`config.mk`:
```
export PLATFORM = sky130hd
export DESIGN_NAME = free_list
export DESIGN_NICKNAME = d
export VERILOG_FILES = /design/src/rtl/free_list.sv
export SDC_FILE = /design/constraint.sdc
export NUM_CORES = 1
export LEC_CHECK = 0
export ABC_CLOCK_PERIOD_IN_PS = 7800
export BUFFER_PORTS_ARGS = -buffer_cell sky130_fd_sc_hd__buf_2
export CORE_MARGIN = 8
export CORE_UTILIZATION = 54
export DETAILED_ROUTE_END_ITERATION = 8
export PLACE_DENSITY = 0.71
export SLEW_MARGIN = 10
export SYNTH_ARGS = -nofsm -noshare
export SYNTH_HDL_FRONTEND = slang
export SYNTH_SLANG_ARGS = --single-unit
```
`constraint.sdc`:
```
create_clock -name clk -period 7.8 [get_ports clk]
set_clock_uncertainty 0.1 [all_clocks]
set_input_delay 0.78 -clock clk [delete_from_list [all_inputs] [get_ports clk]]
set_output_delay 0.78 -clock clk [all_outputs]
set_load 0.05 [all_outputs]
```
`src/rtl/free_list.sv`:
```
// free_list: circular FIFO of free physical registers that recovers to the committed state on flush.
// Define FREE_LIST_STATS_EN to add the stall_cycles and min_free statistics outputs.
module free_list #(
    parameter int SS = 2,
    parameter int NUM_PREGS = 64,
    localparam int DEPTH = NUM_PREGS - 32,
    localparam int PREG_W = $clog2(NUM_PREGS),
    localparam int IDX_W = $clog2(DEPTH),
    localparam int PTR_W = IDX_W + 1,
    localparam int CNT_W = $clog2(DEPTH + 1)
) (
    input  logic                         clk,
    input  logic                         rst,
    input  logic [SS-1:0]                alloc_req,
    output logic                         alloc_ok,
    output logic [SS-1:0][PREG_W-1:0]    alloc_preg,
    input  logic [SS-1:0]                free_we,
    input  logic [SS-1:0][PREG_W-1:0]    free_preg,
    input  logic                         flush,
    output logic [CNT_W-1:0]             free_count
`ifdef FREE_LIST_STATS_EN
    ,
    output logic [31:0]                  stall_cycles,
    output logic [CNT_W-1:0]             min_free
`endif
);
    logic [PREG_W-1:0] entries_q [DEPTH];
    logic [PREG_W-1:0] entries_d [DEPTH];
    logic [PTR_W-1:0]  rd_q, rd_d, wr_q, wr_d;
    logic [PTR_W-1:0]  alloc_cnt, free_cnt, rd_idx, wr_idx;

    always_comb begin
        alloc_cnt = '0;
        rd_idx = '0;
        alloc_preg = '0;
        for (int i = 0; i < SS; i++) begin
            rd_idx = rd_q + alloc_cnt;
            alloc_preg[i] = entries_q[rd_idx[IDX_W-1:0]];
            alloc_cnt = alloc_cnt + PTR_W'(alloc_req[i]);
        end
        free_count = CNT_W'(wr_q - rd_q);
        alloc_ok = free_count >= CNT_W'(alloc_cnt);
        entries_d = entries_q;
        free_cnt = '0;
        wr_idx = '0;
        // p0 is hardwired zero and must never re-enter the list
        for (int i = 0; i < SS; i++) begin
            wr_idx = wr_q + free_cnt;
            if (free_we[i] && free_preg[i] != '0) begin
                entries_d[wr_idx[IDX_W-1:0]] = free_preg[i];
                free_cnt = free_cnt + PTR_W'(1);
            end
        end
        wr_d = wr_q + free_cnt;
        rd_d = flush ? wr_d - PTR_W'(DEPTH) : alloc_ok ? rd_q + alloc_cnt : rd_q;
    end

    always_ff @(posedge clk or posedge rst) begin
        if (rst) begin
            rd_q <= '0;
            wr_q <= PTR_W'(DEPTH);
            for (int k = 0; k < DEPTH; k++) entries_q[k] <= PREG_W'(32 + k);
        end else begin
            rd_q <= rd_d;
            wr_q <= wr_d;
            entries_q <= entries_d;
        end
    end

`ifdef FREE_LIST_STATS_EN
    logic [31:0]      stall_q, stall_d;
    logic [CNT_W-1:0] min_q, min_d;

    always_comb begin
        stall_d = (|alloc_req && !alloc_ok && stall_q != '1) ? stall_q + 32'd1 : stall_q;
        min_d = (free_count < min_q) ? free_count : min_q;
    end

    always_ff @(posedge clk or posedge rst) begin
        if (rst) begin
            stall_q <= '0;
            min_q <= CNT_W'(DEPTH);
        end else begin
            stall_q <= stall_d;
            min_q <= min_d;
        end
    end

    assign stall_cycles = stall_q;
    assign min_free = min_q;
`endif
endmodule
```
==> summary.md <==
| Metric | Value |
|---|---|
| Total die area | 30,800 um2 |
| Fill count | 2,090 |
| Total number of vias | 10,700 |
| Inserted Clock Buffers | 23 |
| Multi-input gate area | 7910 um2 |
| Cell Area, Synth | 13,700 um2 |
| Routed Antenna Nets | 0 |
| Gr ovfl total | 0 |
| Area growth, synth to finish | 7.15% |
| H-tree Lvls | 1 |
| Slew headroom | 0.240 |
| Max Used Layer | met4 |
| Worst setup EP type | output port |
| Reg-to-Reg End | rd_q[4] |
| Clock Pin Slew Worst Setup and Hold Paths | 60 ps |
| Routability Congestion | 1.06 |
| # setup viols final | 0 |
| Routed len/inst | 28.6 um |
| GRT Resource Usage Total | 0.291 |
| Ys Warns | 0 |
| CTS Buffer Depth | 3 |
| # diodes | 0 |
| Worst-margin pin slew | 1140 ps |
| First-pass GRT wire length | 67.7 mm |
| Post-layout util | 0.586 |
| # resized after CTS | 0 |
| Layout net count | 1,263 |
| Post-synth EDFFs | 0 |
| CTS root buf | clkbuf_16 |
| Reg2Reg Depth | 8 |
| Share of layout cells above drive strength 1 | 0.303 |
| Max Clk Rate | 188 MHz |
| Met1 WL | 16.3 mm |
| Final Hold Viols | 0 |
| Most frequent cells in the layout | mux2i_1, nand2_1, mux4_2 |
| Hpwl dp | 30.4 mm |
| Met2 wire length | 19.4 mm |
| DR vias/cell | 6.84 |
| Status | completed |
| Worst Path Arrival | 4440 ps |
| Worst IR drop on VDD | 0.621 mV |
| Yosys cell types | 56 |
| Worst Setup Path Type | register to output port |
| Final Critical Period | 5320 ps |
| Crit start category | register |
| Syn avg cell area | 10.8 um2 |
| Die X-Extent | 175 um |
| Die Ht | 175 um |
| Largest net degree at the start of global routing | 83 |
| PwrDens | 541 nW/um2 |
| Clock latency on the worst-skew pair | 530 ps |
| RSZ-0062 raised after global routing | false |
| Req. time, crit path | 6920 ps |
| Pwr Total | 0.00796 W |
| Synthesized flop and latch total | 204 |
| Fin. max-slew vios | 0 |
| Vias in the first global route | 10,500 |
| DR WL met3 | 5.15 mm |
| TritonCTS clock tree | built |
| Primary FF master, synth | dfstp_2 |
| Crit Reg-Reg Startpoint | rd_q[0] |
| Async S/R FF share, synth | 1.00 |
| Setup Buffers After CTS | 0 |
| CTS Hold Bufs | 0 |
| IO Port Bufs | 37 |
| Post-Syn Instances | 1,269 |
| Detailed Routing Iterations Pass 1 | 6 |
| Core footprint | 25,100 um2 |
| Final cycle utilization of the critical path | 0.682 |
| Commonest non-fill, non-tap cell in the layout | mux2i_1 |
| Seq. cell area | 5250 um2 |
| Iteration-0 DRC Markers | 1,611 |
| Sequential element share of the synthesized area | 0.382 |
| Rows | 58 |
| Worst min path class | primary input to async pin |
| IO Pins | 38 |
| Leakage | 5.20 nW |
| Reg-to-reg slack, setup | 4310 ps |
| Crit Path Max Fanout | 52 |
| Max cap viols | 0 |
| Setup TNS | 0 ps |
| Post-Route WL | 44.9 mm |
| Remaining DRCs | 0 |
| Worst hold slack | 206 ps |
| Initial antenna violation count | 2 |
| Sink Count | 204 |
| Initial core utilization | 0.547 |
| Syn nets | 1,308 |
per-stage QoR:
step,cell area [um2],setup WS [ps],std cells
final,14700,2480,1571
after global placement,13900,3140,1529
after CTS,14700,2500,1571
after floorplan,13700,1540,1269
after global routing,14700,2310,1571
after detailed placement,13900,3080,1529
synthesized netlist by cell type (4+ instances only):
cell type | instances | area (um2)
buf_2 | 37 | 185
mux2_2 | 6 | 67.6
and3_1 | 6 | 37.5
o21ai_1 | 36 | 180
clkbuf_1 | 57 | 214
nor4_1 | 6 | 37.5
xnor2_1 | 7 | 61.3
dfstp_2 | 113 | 2970
a21oi_1 | 94 | 470
xor2_1 | 4 | 35.0
nand3b_1 | 7 | 52.6
buf_1 | 21 | 78.8
nor2b_1 | 5 | 31.3
mux2i_1 | 194 | 1940
nand4_2 | 4 | 50.1
inv_1 | 17 | 63.8
nand2b_1 | 4 | 25.0
nor2_2 | 27 | 169
and2_1 | 4 | 25.0
nand2_1 | 142 | 533
nor2_1 | 118 | 443
dfrtp_1 | 91 | 2280
o21ai_0 | 66 | 330
ha_1 | 17 | 213
o21ai_2 | 4 | 35.0
mux4_2 | 120 | 2700
nand3_1 | 11 | 55.1
how the worst max path moves through the flow:
stage,from,to
final,rd_q[0],alloc_preg[6]
after detailed placement,rd_q[0],alloc_preg[7]
after global routing,rd_q[0],alloc_preg[6]
after floorplan,rst,entries_q[100]
after CTS,rd_q[0],alloc_preg[7]
after global placement,rd_q[0],alloc_preg[7]
metal layers:
metal,up-vias,GRT usage
li1,4538,-
met1,5230,0.372
met2,760,0.429
met3,213,0.0672
met4,0,0.215
met5,-,0
registers in the layout (all words and copies together) (netlist names):
name	flops
entries_q	192
rd_q	6
wr_q	6
kinds of logic (layout without fill, tap and decap cells):
| group | Yosys count | in the layout | synth area share |
|---|---|---|---|
| DFF | 204 | 204 | 0.382 |
| buffers and inverters | 140 | 112 | 0.0436 |
| AOI/OAI and AO/OA | 226 | 226 | 0.0901 |
| and+or+nand+nor | 348 | 348 | 0.114 |
| adders and majority gates | 20 | 20 | 0.0199 |
| xor gates and xnor gates | 11 | 11 | 0.00702 |
| muxes | 320 | 320 | 0.343 |
where the power goes:
part | internal, W | leakage [nW] | switching [W]
registers | 0.00179 | 2.29 | 0.000854
clock network | 0.000643 | 0.388 | 0.000463
logic | 0.00190 | 2.52 | 0.00231
total | 0.00434 | 5.20 | 0.00362
critical path, cell delays in order, from the launching register on:
cell and delay [ps]:
dfrtp_4 770, ha_4 330, ha_2 1070, mux4_2 620, mux4_2 470, mux2_2 320, buf_2 230
cell type report:
| type | count | share of cell area |
|---|---|---|
| clock buffer | 37 | 0.0495 |
| clock inverter | 5 | 0.00315 |
| inverter | 20 | 0.00561 |
| multi-input combinational | 925 | 0.538 |
| sequential | 204 | 0.357 |
| tap | 330 | 0.0281 |
| timing repair buffer | 50 | 0.0192 |
No activity file was read; power rests on OpenSTA's default activity.
